File: src/rtl/apb_requester_if.sv
// Bus bundle between the processor side, the APB requester and the APB responder.
// The master modport is the requester's view. The slave modport is the view of
// the surrounding processor/responder environment.
interface apb_requester_if #(
  parameter int ADDR_W = 8,
  parameter int DATA_W = 8
);

  // Processor-side request
  logic              proc_sel;
  logic              proc_write;
  logic [ADDR_W-1:0] proc_addr;
  logic [DATA_W-1:0] proc_wdata;
  logic [7:0]        proc_wait_cycles;

  // Processor-side response
  logic              proc_busy;
  logic              proc_done;
  logic              proc_err;
  logic [DATA_W-1:0] proc_rdata;

  // APB request toward the responder
  logic              apb_sel;
  logic              apb_enable;
  logic              apb_write;
  logic [ADDR_W-1:0] apb_addr;
  logic [DATA_W-1:0] apb_wdata;
  logic [7:0]        apb_wait_cycles;

  // APB response from the responder
  logic              apb_ready;
  logic [DATA_W-1:0] apb_rdata;

  modport master (
    input  proc_sel, proc_write, proc_addr, proc_wdata, proc_wait_cycles,
    output proc_busy, proc_done, proc_err, proc_rdata,
    output apb_sel, apb_enable, apb_write, apb_addr, apb_wdata, apb_wait_cycles,
    input  apb_ready, apb_rdata
  );

  modport slave (
    output proc_sel, proc_write, proc_addr, proc_wdata, proc_wait_cycles,
    input  proc_busy, proc_done, proc_err, proc_rdata,
    input  apb_sel, apb_enable, apb_write, apb_addr, apb_wdata, apb_wait_cycles,
    output apb_ready, apb_rdata
  );

endinterface

File: src/rtl/apb_requester.sv
// APB requester (initiator).
// A processor request is taken in IDLE and run through one SETUP cycle and
// then ACCESS cycles until the responder raises apb_ready. If the responder
// stalls for TIMEOUT ACCESS cycles, the transfer is abandoned and reported
// with proc_err. Every output comes straight from a flop.
module apb_requester #(
  parameter int ADDR_W  = 8,
  parameter int DATA_W  = 8,
  parameter int TIMEOUT = 32
) (
  input  logic             clk,
  input  logic             reset_n,
  apb_requester_if.master  bus
);

  // The counter must be able to hold TIMEOUT. When the timeout is disabled it
  // keeps one bit so that the logic stays well-formed.
  localparam int CNT_W = (TIMEOUT > 0) ? $clog2(TIMEOUT + 1) : 1;
  // The counter value at which a still-stalled ACCESS is abandoned. The counter
  // is zero in the first ACCESS cycle, so this fires on the TIMEOUT-th stall.
  localparam logic [CNT_W-1:0] CNT_LAST = (TIMEOUT > 0) ? CNT_W'(TIMEOUT - 1) : '0;
  localparam logic [CNT_W-1:0] CNT_MAX  = '1;

  typedef enum logic [1:0] {
    S_IDLE   = 2'd0,
    S_SETUP  = 2'd1,
    S_ACCESS = 2'd2
  } state_t;

  state_t            state_q,  state_d;
  logic              sel_q,    sel_d;
  logic              enable_q, enable_d;
  logic              write_q,  write_d;
  logic [ADDR_W-1:0] addr_q,   addr_d;
  logic [DATA_W-1:0] wdata_q,  wdata_d;
  logic [7:0]        wait_q,   wait_d;
  logic              busy_q,   busy_d;
  logic              done_q,   done_d;
  logic              err_q,    err_d;
  logic [DATA_W-1:0] rdata_q,  rdata_d;
  logic [CNT_W-1:0]  cnt_q,    cnt_d;

  // Stall counter advance. It saturates instead of wrapping, which matters
  // only when the timeout is disabled.
  logic [CNT_W-1:0] cnt_inc;
  assign cnt_inc = (cnt_q == CNT_MAX) ? cnt_q : cnt_q + 1'b1;

  // Next-state and registered-output computation for all three phases.
  always_comb begin
    // NOTE: every signal gets a default before the case so that no path
    // leaves a signal unassigned. An unassigned path would infer a latch.
    state_d  = state_q;
    sel_d    = sel_q;
    enable_d = enable_q;
    write_d  = write_q;
    addr_d   = addr_q;
    wdata_d  = wdata_q;
    wait_d   = wait_q;
    busy_d   = busy_q;
    done_d   = 1'b0;
    err_d    = 1'b0;
    rdata_d  = rdata_q;
    cnt_d    = cnt_q;

    unique case (state_q)
      S_IDLE: begin
        sel_d    = 1'b0;
        enable_d = 1'b0;
        busy_d   = 1'b0;
        if (bus.proc_sel) begin
          // Take a snapshot of the request. From here on, changes on the
          // processor inputs are ignored until the transfer finishes.
          write_d  = bus.proc_write;
          addr_d   = bus.proc_addr;
          wdata_d  = bus.proc_wdata;
          wait_d   = bus.proc_wait_cycles;
          sel_d    = 1'b1;
          busy_d   = 1'b1;
          state_d  = S_SETUP;
        end
      end

      S_SETUP: begin
        // SETUP lasts one cycle. The responder cannot complete here, so
        // apb_ready is not examined.
        enable_d = 1'b1;
        cnt_d    = '0;
        state_d  = S_ACCESS;
      end

      S_ACCESS: begin
        if (bus.apb_ready) begin
          // Completion wins over a timeout that would fire on the same edge.
          if (!write_q) begin
            rdata_d = bus.apb_rdata;
          end
          done_d   = 1'b1;
          sel_d    = 1'b0;
          enable_d = 1'b0;
          busy_d   = 1'b0;
          state_d  = S_IDLE;
        end else begin
          cnt_d = cnt_inc;
          if ((TIMEOUT > 0) && (cnt_q == CNT_LAST)) begin
            // Abandon the access. proc_rdata keeps its previous value.
            done_d   = 1'b1;
            err_d    = 1'b1;
            sel_d    = 1'b0;
            enable_d = 1'b0;
            busy_d   = 1'b0;
            state_d  = S_IDLE;
          end
        end
      end

      default: begin
        sel_d    = 1'b0;
        enable_d = 1'b0;
        busy_d   = 1'b0;
        state_d  = S_IDLE;
      end
    endcase
  end

  // State and output registers. An asynchronous reset drops the bus at once,
  // and no completion is reported for the aborted transfer.
  always_ff @(posedge clk or negedge reset_n) begin
    if (!reset_n) begin
      state_q  <= S_IDLE;
      sel_q    <= 1'b0;
      enable_q <= 1'b0;
      write_q  <= 1'b0;
      addr_q   <= '0;
      wdata_q  <= '0;
      wait_q   <= '0;
      busy_q   <= 1'b0;
      done_q   <= 1'b0;
      err_q    <= 1'b0;
      rdata_q  <= '0;
      cnt_q    <= '0;
    end else begin
      // NOTE: non-blocking assignments let every register update from the
      // pre-edge values, independent of statement order.
      state_q  <= state_d;
      sel_q    <= sel_d;
      enable_q <= enable_d;
      write_q  <= write_d;
      addr_q   <= addr_d;
      wdata_q  <= wdata_d;
      wait_q   <= wait_d;
      busy_q   <= busy_d;
      done_q   <= done_d;
      err_q    <= err_d;
      rdata_q  <= rdata_d;
      cnt_q    <= cnt_d;
    end
  end

  assign bus.apb_sel         = sel_q;
  assign bus.apb_enable      = enable_q;
  assign bus.apb_write       = write_q;
  assign bus.apb_addr        = addr_q;
  assign bus.apb_wdata       = wdata_q;
  assign bus.apb_wait_cycles = wait_q;
  assign bus.proc_busy       = busy_q;
  assign bus.proc_done       = done_q;
  assign bus.proc_err        = err_q;
  assign bus.proc_rdata      = rdata_q;

endmodule
File: src/flat_wrapper.sv
// flat-port wrapper written by rule: the top's interface ports become plain ports
module apb_requester_flat 
#(
  parameter int ADDR_W  = 8,
  parameter int DATA_W  = 8,
  parameter int TIMEOUT = 32
)
  (clk, reset_n, bus_proc_sel, bus_proc_write, bus_proc_addr, bus_proc_wdata, bus_proc_wait_cycles, bus_proc_busy, bus_proc_done, bus_proc_err, bus_proc_rdata, bus_apb_sel, bus_apb_enable, bus_apb_write, bus_apb_addr, bus_apb_wdata, bus_apb_wait_cycles, bus_apb_ready, bus_apb_rdata);
  apb_requester_if #(.ADDR_W(ADDR_W), .DATA_W(DATA_W)) bus_i ();
  input  logic clk;
  input  logic reset_n;
  input wire logic [$bits(bus_i.proc_sel)-1:0] bus_proc_sel;
  input wire logic [$bits(bus_i.proc_write)-1:0] bus_proc_write;
  input wire logic [$bits(bus_i.proc_addr)-1:0] bus_proc_addr;
  input wire logic [$bits(bus_i.proc_wdata)-1:0] bus_proc_wdata;
  input wire logic [$bits(bus_i.proc_wait_cycles)-1:0] bus_proc_wait_cycles;
  output wire logic [$bits(bus_i.proc_busy)-1:0] bus_proc_busy;
  output wire logic [$bits(bus_i.proc_done)-1:0] bus_proc_done;
  output wire logic [$bits(bus_i.proc_err)-1:0] bus_proc_err;
  output wire logic [$bits(bus_i.proc_rdata)-1:0] bus_proc_rdata;
  output wire logic [$bits(bus_i.apb_sel)-1:0] bus_apb_sel;
  output wire logic [$bits(bus_i.apb_enable)-1:0] bus_apb_enable;
  output wire logic [$bits(bus_i.apb_write)-1:0] bus_apb_write;
  output wire logic [$bits(bus_i.apb_addr)-1:0] bus_apb_addr;
  output wire logic [$bits(bus_i.apb_wdata)-1:0] bus_apb_wdata;
  output wire logic [$bits(bus_i.apb_wait_cycles)-1:0] bus_apb_wait_cycles;
  input wire logic [$bits(bus_i.apb_ready)-1:0] bus_apb_ready;
  input wire logic [$bits(bus_i.apb_rdata)-1:0] bus_apb_rdata;
  assign bus_i.proc_sel = bus_proc_sel;
  assign bus_i.proc_write = bus_proc_write;
  assign bus_i.proc_addr = bus_proc_addr;
  assign bus_i.proc_wdata = bus_proc_wdata;
  assign bus_i.proc_wait_cycles = bus_proc_wait_cycles;
  assign bus_proc_busy = bus_i.proc_busy;
  assign bus_proc_done = bus_i.proc_done;
  assign bus_proc_err = bus_i.proc_err;
  assign bus_proc_rdata = bus_i.proc_rdata;
  assign bus_apb_sel = bus_i.apb_sel;
  assign bus_apb_enable = bus_i.apb_enable;
  assign bus_apb_write = bus_i.apb_write;
  assign bus_apb_addr = bus_i.apb_addr;
  assign bus_apb_wdata = bus_i.apb_wdata;
  assign bus_apb_wait_cycles = bus_i.apb_wait_cycles;
  assign bus_i.apb_ready = bus_apb_ready;
  assign bus_i.apb_rdata = bus_apb_rdata;
  apb_requester #(.ADDR_W(ADDR_W), .DATA_W(DATA_W), .TIMEOUT(TIMEOUT)) u_core (.clk(clk), .reset_n(reset_n), .bus(bus_i));
endmodule
File: config.mk
export PLATFORM = sky130hd
export DESIGN_NAME = apb_requester_flat
export DESIGN_NICKNAME = d
export VERILOG_FILES = /design/src/rtl/apb_requester_if.sv /design/src/rtl/apb_requester.sv /design/src/flat_wrapper.sv
export SDC_FILE = /design/constraint.sdc
export NUM_CORES = 1
export LEC_CHECK = 0
export BUFFER_PORTS_ARGS = -buffer_cell sky130_fd_sc_hd__buf_2
export CAP_MARGIN = 15
export CORE_MARGIN = 2
export CORE_UTILIZATION = 43
export DETAILED_ROUTE_END_ITERATION = 12
export PLACE_DENSITY = 0.75
export SLEW_MARGIN = 5
export SYNTH_ARGS = -nofsm -noshare
export SYNTH_HDL_FRONTEND = slang
export SYNTH_SLANG_ARGS = --single-unit
export TNS_END_PERCENT = 50
File: constraint.sdc
create_clock -name clk -period 1.3 [get_ports clk]
set_input_delay 0.26 -clock clk [delete_from_list [all_inputs] [get_ports clk]]
set_output_delay 0.26 -clock clk [all_outputs]
set_load 0.005 [all_outputs]
Yosys cells after proc, flatten, opt, wreduce, memory -nomap -nowiden
Index checks and enable logic that the tools add are counted.
{"block": "word_totals", "in_bits": 37, "wordCells": 46, "register_bits": 45, "out_inout_bits": 38}
{"block": "op_classes", "n_bitwise": 2, "n_eq_ne": 8, "n_mux": 17, "n_addsub": 1, "reduce_logical": 7}
{"cell": "$mux 6", "count": 2}
{"cell": "$pmux 6 s2", "count": 1}
{"cell": "$mux 1", "count": 8}
{"cell": "$add 6x1->6 const B", "count": 1}
{"cell": "$eq 6x5->1 const B", "count": 1}
{"cell": "$eq 6x6->1 const B", "count": 1}
{"cell": "$mux 2", "count": 3}
{"cell": "$ne 2x2->1 const B", "count": 3}
{"cell": "$pmux 2 s3", "count": 1}
{"cell": "$reduce_and 2->1", "count": 3}
{"cell": "$reduce_and 3->1", "count": 2}
{"cell": "$ne 3x2->1 const B", "count": 1}
{"cell": "$pmux 1 s3", "count": 1}
{"cell": "$eq 2x1->1 const B", "count": 1}
{"cell": "$eq 2x2->1 const B", "count": 1}
{"cell": "$logic_not 2->1", "count": 1}
{"cell": "$not 1->1", "count": 2}
{"cell": "$pmux 1 s2", "count": 1}
{"cell": "$reduce_bool 2->1", "count": 1}

Longest topological paths before layout
Gate-level depths: netlist of the first run.
{"block": "depth", "word_depth": 4, "depth_mapped": 5, "ltp_nobuf": 5}

Worst setup path after synthesis of the first run
OpenSTA, ideal clock, no wires.
{"block": "synth_timing", "path_type": "flip-flop to flip-flop", "from": "reg u_core.cnt_q[0]", "to": "reg u_core.cnt_q[0]", "slack_ns": -0.117, "stages_incl_launch_ff": 6, "arrival_time_ns": 1.291, "setup_ns": 0.126, "required_ns": 1.174, "period_less_slack_ns": 1.417, "path_buffers": 0, "cell_sequence": "dfrtp_1 ha_1 nand4_2 or2_1 a21oi_1 a221o_1"}
{"block": "synth_via", "elab_chain_len": 4}
{"item": "start: declaration", "line": "apb_requester.sv:41", "source": "logic [CNT_W-1:0] cnt_q, cnt_d;"}
{"item": "start signal: assignment", "line": "apb_requester.sv:155", "source": "cnt_q <= cnt_d;"}
{"item": "$add 6x1->6", "line": "apb_requester.sv:46", "source": "assign cnt_inc = (cnt_q == CNT_MAX) ? cnt_q : cnt_q + 1'b1;"}
{"item": "$mux 6", "line": "apb_requester.sv:46"}
{"item": "$mux 6", "line": "apb_requester.sv:92", "source": "if (bus.apb_ready) begin"}
{"item": "$pmux 6 s2", "line": "apb_requester.sv:65", "source": "unique case (state_q)"}
Several ways; a longest one is shown, not always the timed one. The select of a mux whose other input is x is not followed.
A chain may end at the register's enable or synchronous reset.

Final worst setup path of the first run
{"block": "layout_timing", "from": "reg u_core.state_q[1]", "to": "reg u_core.addr_q[3], in the netlist u_core.bus.apb_addr[3]"}
{"block": "layout_via", "elab_chain_len": 2}
{"item": "start: declaration", "line": "apb_requester.sv:30", "source": "state_t state_q, state_d;"}
{"item": "start signal: assignment", "line": "apb_requester.sv:144", "source": "state_q <= state_d;"}
{"item": "$logic_not 2->1", "line": "apb_requester.sv:65"}
{"item": "$reduce_and 2->1 (no line)"}
{"item": "end signal: assignment", "line": "apb_requester.sv:148", "source": "addr_q <= addr_d;"}
{"item": "end: declaration", "line": "apb_requester.sv:34", "source": "logic [ADDR_W-1:0] addr_q, addr_d;"}
No other way between the ends.

==> results by group, run 1 <==
Run
  – MaxCap Viol Count: 0

Global routing
  – Number of global-route vias before repair: 1,551
  – Initial antenna violation count: 0
  – Largest net degree at the start of global routing: 46
  – First-pass GRT wire length: 6.996 mm
  – Global route overflow: 0
  – Gr usage total: 0.1764

Status
  – Failing checks: negative setup slack
  – Status: finished with violations

Layout
  – Area grow syn2layout: 47.99%
  – Fin cells: 288
  – Final Util: 0.6761
  – Layout cells sized above 1: 0.6429
  – Antenna Cells: 0
  – Finished Cell Area: 2763 um2
  – Nets: 275

Detailed routing
  – Total number of vias: 1,458
  – Total Wirelength: 4.663 mm
  – Number of remaining DRC errors: 0
  – Initial DRC Count: 126
  – Antenna-violating nets left: 0
  – Drt pass-1 iters: 4
  – Routed wire length per instance: 16.19 um
  – Vias per Instance: 5.063

Worst setup path
  – Crit path launch type: register
  – Critical path class: reg2reg
  – Slowest cell on the critical path: dfrtp_2
  – Largest stage delay, worst path: 0.46 ns
  – CP Max Fanout: 5
  – CP bufs+invs: 2
  – CP required: 1.48 ns
  – Worst setup EP type: register
  – CP Data Arrival Time: 1.59 ns
  – CP top delay family: flip-flops
  – Crit path top cell by count: buf_6
  – Cell chain of the critical path: nor3b_4 -> buf_6 -> buf_6 -> mux2_4

Pwr
  – Power after layout: 5.839 mW
  – Leakage power: 1.398 nW
  – NetSw: 1.778 mW
  – Pwr/cell area: 2113 nW/um2
  – Clock share of power: 0.140
  – Cell internal pwr: 4.060 mW
  – Switching share of power: 0.3046
  – Peak supply drop: 0.001211 V
  – Sequential share of power: 0.410
  – Comb power frac: 0.450

Synth
  – Post-synth top cells: dfrtp_1, mux2_2, nor2_1, a21oi_1, nand2_1
  – Sequential area share after synthesis: 0.6032
  – Cell accounting for the most synthesized area: dfrtp_1
  – Most used standard cell by instance count after synthesis: dfrtp_1
  – Netlist cell types: 30
  – Yosys Warn Count: 0
  – Syn Inst Count: 135
  – Async set-reset flop share out of synthesis: 1.000
  – Post-Syn Area per Cell: 13.83 um2
  – Mapped Area: 1867 um2
  – Post-synth top area share: 0.6032
  – Predominant post-synthesis flop cell: dfrtp_1
  – Number of synthesized flops with an enable pin: 0
  – Syn_nets: 173
  – Yosys reg bits: 45
  – Synth top area cells: dfrtp_1, mux2_2, a21oi_1

Die
  – Rows: 23
  – Die area: 4885 um2
  – Initial core utilization: 0.4568
  – I/O pin cnt: 75
  – Die Y: 69.89 um
  – Die Width: 69.89 um
  – Core Area: 4086 um2

STA
  – Fmax: 708.7 MHz
  – Final setup violation count: 39
  – Hold Vio Cnt, Final: 0
  – Min cycle time layout: 1.411 ns
  – Setup Skew: 0.004017 ns
  – Headroom to the max-slew limit: 0.8176
  – Final Slew Violations: 0
  – Slew @ Worst Pin: 0.2736 ns
  – Hold_ws: 0.1987 ns
  – RSZ-0062 raised after global routing: yes
  – Final worst-path cycle share: 1.085
  – Final WS setup: -0.1111 ns

Placed design
  – Placed standard-cell area: 2421 um2
  – Port Buffer Count: 74
  – Post-DP HPWL: 3.021 mm
  – Placed Cells: 274
  – Routability Congestion: 0.9146

Clock network
  – Htree depth: 2
  – Worst skew pair latency: 0.28 ns
  – Num CTS Buffers: 5
  – CTS tree: done
  – Max Root-Sink Buffers: 2
  – Clk sink count: 45
  – CTS Root Cell: clkbuf_8
  – Clock Pin Slew Worst Setup and Hold Paths: 0.08 ns

Hold path
  – HP Class: in2reg
through the flow:
step | setup TNS (ns) | setup WS (ns)
after floorplan | -2.634 | -0.1120
after global placement | -1.356 | -0.05875
after detailed placement | -2.723 | -0.1122
after CTS | -2.489 | -0.08771
after global routing | -5.023 | -0.1456
final | -3.273 | -0.1111
cell families (layout without fill, tap and decap cells):
logic type,count (synthesis),count (layout),synth area share
fa+ha+maj,1,1,0.006701
compound gates,18,18,0.06100
flops,45,45,0.6032
simple gates,29,29,0.09250
buf+inv,8,111,0.03217
mux,34,34,0.2044
state kept, by name (all words and copies together) (netlist names):
register,flops
u_core.bus.proc_err,1
u_core.bus.apb_enable,1
u_core.bus.apb_sel,1
u_core.state_q,2
u_core.bus.apb_wdata,8
u_core.cnt_q,6
u_core.bus.apb_addr,8
u_core.bus.proc_done,1
u_core.bus.apb_write,1
u_core.bus.proc_rdata,8
u_core.bus.apb_wait_cycles,8
cells in the final DEF (no fill, tap or decap), drive strengths merged, types with 2 or more instances in the layout:
cell type | Yosys | final
nor3 | 3 | 3
mux2 | 33 | 33
nor2 | 8 | 8
o21ai | 4 | 4
nand2b | 2 | 2
buf | 5 | 99
clkbuf | 0 | 8
nand4 | 2 | 2
nand2 | 6 | 6
nor3b | 3 | 3
a21oi | 7 | 7
inv | 3 | 3
dfrtp | 45 | 45
per-layer routing:
metal,vias to the layer above,track usage,share of wire
met5,-,0,0
met3,6,0.05628,0.065
met2,57,0.2847,0.50
met4,0,0.05769,0.0092
li1,681,-,-
met1,714,0.2264,0.42
what timing repair did:
action | 4_1_cts | 5_1_grt
resized for setup | 16 | 46
gates cloned | 0 | 3
setup endpoints to repair | 42 | 43
pin swaps | 1 | 3
setup buffers | 0 | 2
hold endpoints to repair | 45 | 0
hold buffers | 1 | 0
final timing paths:
| path | slack, ns | endpoint | depth (start not counted) | start |
|---|---|---|---|---|
| max in group asynchronous | 0.60 | u_core.state_q[1] | 3 | reset_n |
| setup / recovery | -0.11 | u_core.bus.apb_addr[3] | 4 | u_core.state_q[1] |
| setup reg to reg | -0.11 | u_core.bus.apb_addr[3] | 4 | u_core.state_q[1] |
| hold / removal | 0.20 | u_core.bus.apb_wdata[4] | 2 | bus_proc_wdata[4] |
| min in group asynchronous | 0.47 | u_core.bus.apb_sel | 3 | reset_n |
| hold reg to reg | 0.51 | u_core.bus.apb_wait_cycles[5] | 1 | u_core.bus.apb_wait_cycles[5] |
worst register-to-register path, stage by stage (launching register included):
cell     delay (ns)
dfrtp_2        0.46
nor3b_4        0.22
buf_6          0.17
buf_6          0.15
mux2_4         0.30
power groups by stage:
stage	clock network (mW)	registers (mW)	logic (mW)
after floorplan	0	2.40	1.03
after global placement	0	2.33	1.95
after detailed placement	0	2.36	2.01
after CTS	0.841	2.35	2.11
after global routing	0.903	2.47	2.82
final	0.818	2.39	2.63
final cells by class:
cell class | count | area [um2]
Multi-Input combinational cell | 82 | 858.3
Fill cell | 301 | 1324
Timing Repair Buffer | 100 | 623.1
Inverter | 3 | 11.26
Sequential cell | 45 | 1127
Tap cell | 50 | 62.56
Clock buffer | 8 | 80.08
Note: power is estimated with default switching activity, not from simulation.
==> inputs of run 2 (changes only) <==
Settings changed: RECOVER_POWER from default to 50.
==> run 2 against run 1 <==
The flow still finishes with violations (negative setup slack). Critical path depth unchanged. Final cell count unchanged. Design area fell by 0.45%. Global-route usage unchanged. Via count increased by 1.4%. Largest power group unchanged. Highest routed layer unchanged.
==> results by group, run 2 (synthesis results as in run 1) <==
Global routing
  – Number of global-route vias before repair: 1,551 (unchanged)
  – Gr usage total: 0.1764 (unchanged)
  – Global route overflow: 0 (unchanged)
  – First-pass GRT wire length: 6.996 mm (unchanged)
  – Largest net degree at the start of global routing: 46 (unchanged)
  – Initial antenna violation count: 0 (unchanged)

Clock network
  – Clk sink count: 45 (unchanged)
  – Num CTS Buffers: 5 (unchanged)
  – Max Root-Sink Buffers: 2 (unchanged)
  – Clock Pin Slew Worst Setup and Hold Paths: 0.08 ns (about the same)
  – CTS tree: done
  – Worst skew pair latency: 0.28 ns (about the same)
  – Htree depth: 2 (unchanged)
  – CTS Root Cell: clkbuf_8

Placed design
  – Port Buffer Count: 74 (unchanged)
  – Placed Cells: 274 (unchanged)
  – Routability Congestion: 0.9146 (unchanged)
  – Dpl ws: -0.1122 ns (unchanged)
  – Post-DP HPWL: 3.021 mm (unchanged)

STA
  – Min cycle time layout: 1.410 ns (-0.0008180 ns)
  – Final setup violation count: 39 (unchanged)
  – RSZ-0062 raised after global routing: yes
  – Hold_ws: 0.1988 ns (+0.0001050 ns)
  – Slew @ Worst Pin: 0.5989 ns (+0.3253 ns)
  – Final WS setup: -0.1103 ns (+0.0008180 ns)
  – Setup Skew: 0.003521 ns (-0.0004966 ns)
  – Final worst-path cycle share: 1.085 (about the same)
  – Final Slew Violations: 0 (unchanged)
  – Fmax: 709.1 MHz (about the same)
  – Headroom to the max-slew limit: 0.6008 (-0.2169)
  – Hold Vio Cnt, Final: 0 (unchanged)

Run
  – MaxCap Viol Count: 0 (unchanged)

Die
  – Die area: 4885 um2 (unchanged)
  – I/O pin cnt: 75 (unchanged)
  – Die Width: 69.89 um (unchanged)
  – Rows: 23 (unchanged)
  – Die Y: 69.89 um (unchanged)
  – Core Area: 4086 um2 (unchanged)
  – Initial core utilization: 0.4568 (unchanged)

Detailed routing
  – Routed wire length per instance: 16.05 um (-0.90%)
  – Number of remaining DRC errors: 0 (unchanged)
  – Drt pass-1 iters: 4 (unchanged)
  – Total number of vias: 1,478 (+1.4%)
  – Total Wirelength: 4.621 mm (-0.90%)
  – Antenna-violating nets left: 0 (unchanged)
  – Initial DRC Count: 125 (-0.79%)
  – Vias per Instance: 5.132 (+1.4%)

Layout
  – Fillers: 303 (+0.66%)
  – Most frequent cells in the layout: buf_2, dfrtp_1, mux2_4, buf_4, a21oi_1
  – Area grow syn2layout: 47.32%
  – Most common cell after layout, fill and taps aside: buf_2
  – Reg area: 1127 um2 (unchanged)
  – Antenna Cells: 0 (unchanged)
  – Fin cells: 288 (unchanged)
  – Layout cells sized above 1: 0.6429 (unchanged)
  – Area of the multi-input gates: 858.3 um2 (unchanged)
  – Nets: 275 (unchanged)

Pwr
  – Clock share of power: 0.141 (about the same)
  – Pwr/cell area: 2120 nW/um2 (+0.30%)
  – NetSw: 1.774 mW (-0.23%)
  – Power after layout: 5.830 mW (-0.16%)
  – Leakage power: 1.393 nW (-0.34%)
  – Comb power frac: 0.449 (about the same)
  – Sequential share of power: 0.410 (about the same)
  – Switching share of power: 0.3044 (about the same)
  – Cell internal pwr: 4.055 mW (-0.13%)
  – Peak supply drop: 0.001211 V (about the same)

Worst setup path
  – Critical path class: reg2reg
  – CP required: 1.48 ns (about the same)
  – Worst setup EP type: register
  – CP Max Fanout: 5 (unchanged)
  – Crit path launch type: register
  – CP Data Arrival Time: 1.59 ns (about the same)
  – RR Startpoint: u_core.state_q[1]
  – Crit path from: u_core.state_q[1]

Status
  – Failing checks: negative setup slack
  – Status: finished with violations

Hold path
  – HP Class: in2reg
  – Min-Delay Startpoint: bus_proc_wdata[4]
run 2: changes by cell type in the layout (fill, tap and decap cells not counted):
cell      change
clkbuf_4      +1
buf_12        -1
run 2: power by group through the flow:
stage | clock network [mW] | logic, mW | registers, mW
after floorplan | 0 | 1.03 | 2.40
after global routing | 0.903 | 2.81 | 2.47
after global placement | 0 | 1.95 | 2.33
after CTS | 0.841 | 2.11 | 2.35
final | 0.819 | 2.62 | 2.39
after detailed placement | 0 | 2.01 | 2.36
run 2: metrics by stage:
stage / instance area, um2 / TNS [ns] / util
final: 2750 / -3.266 / 0.6730
after global routing: 2750 / -5.023 / 0.6730
after CTS: 2565 / -2.489 / 0.6277
after detailed placement: 2421 / -2.723 / 0.5925
after global placement: 2421 / -1.356 / 0.5925
after floorplan: 1869 / -2.634 / -
run 2: cell type report:
cell class              count  share of cell area
repair buffers            100              0.2220
inverters                   3            0.004095
well taps                  50             0.02275
flip-flops and latches     45              0.4099
multi-input cells          82              0.3121
clock buffers               8             0.02912
run 2: worst paths after layout:
kind                                                 end  cells after the start  slack (ns)
setup / recovery                  u_core.bus.apb_addr[3]                      4       -0.11
hold / removal                   u_core.bus.apb_wdata[4]                      2        0.20
setup reg to reg                  u_core.bus.apb_addr[3]                      4       -0.11
hold reg to reg            u_core.bus.apb_wait_cycles[5]                      1        0.51
max in group asynchronous              u_core.state_q[1]                      3        0.25
min in group asynchronous                u_core.cnt_q[3]                      3        0.61
run 2: timing repair:
action                     in CTS  in global routing
cloned                          0                  3
setup endpoints to repair      42                 43
hold buffers                    1                  0
setup buffers                   0                  2
hold endpoints to repair       45                  0
resized for setup              16                 46
pin swaps                       1                  3
run 2: per-layer routing:
layer  up-vias  global-route usage  routed length [um]
met4         0             0.05769                  37
met3         4             0.05628                 320
met1       731              0.2264                1881
met5         -                   0                   0
li1        681                   -                   -
met2        62              0.2847                2382
run 2: critical path: stages (launching register included):
cell and delay [ns]:
dfrtp_2 0.46, nor3b_4 0.22, buf_6 0.17, buf_6 0.14, mux2_4 0.30
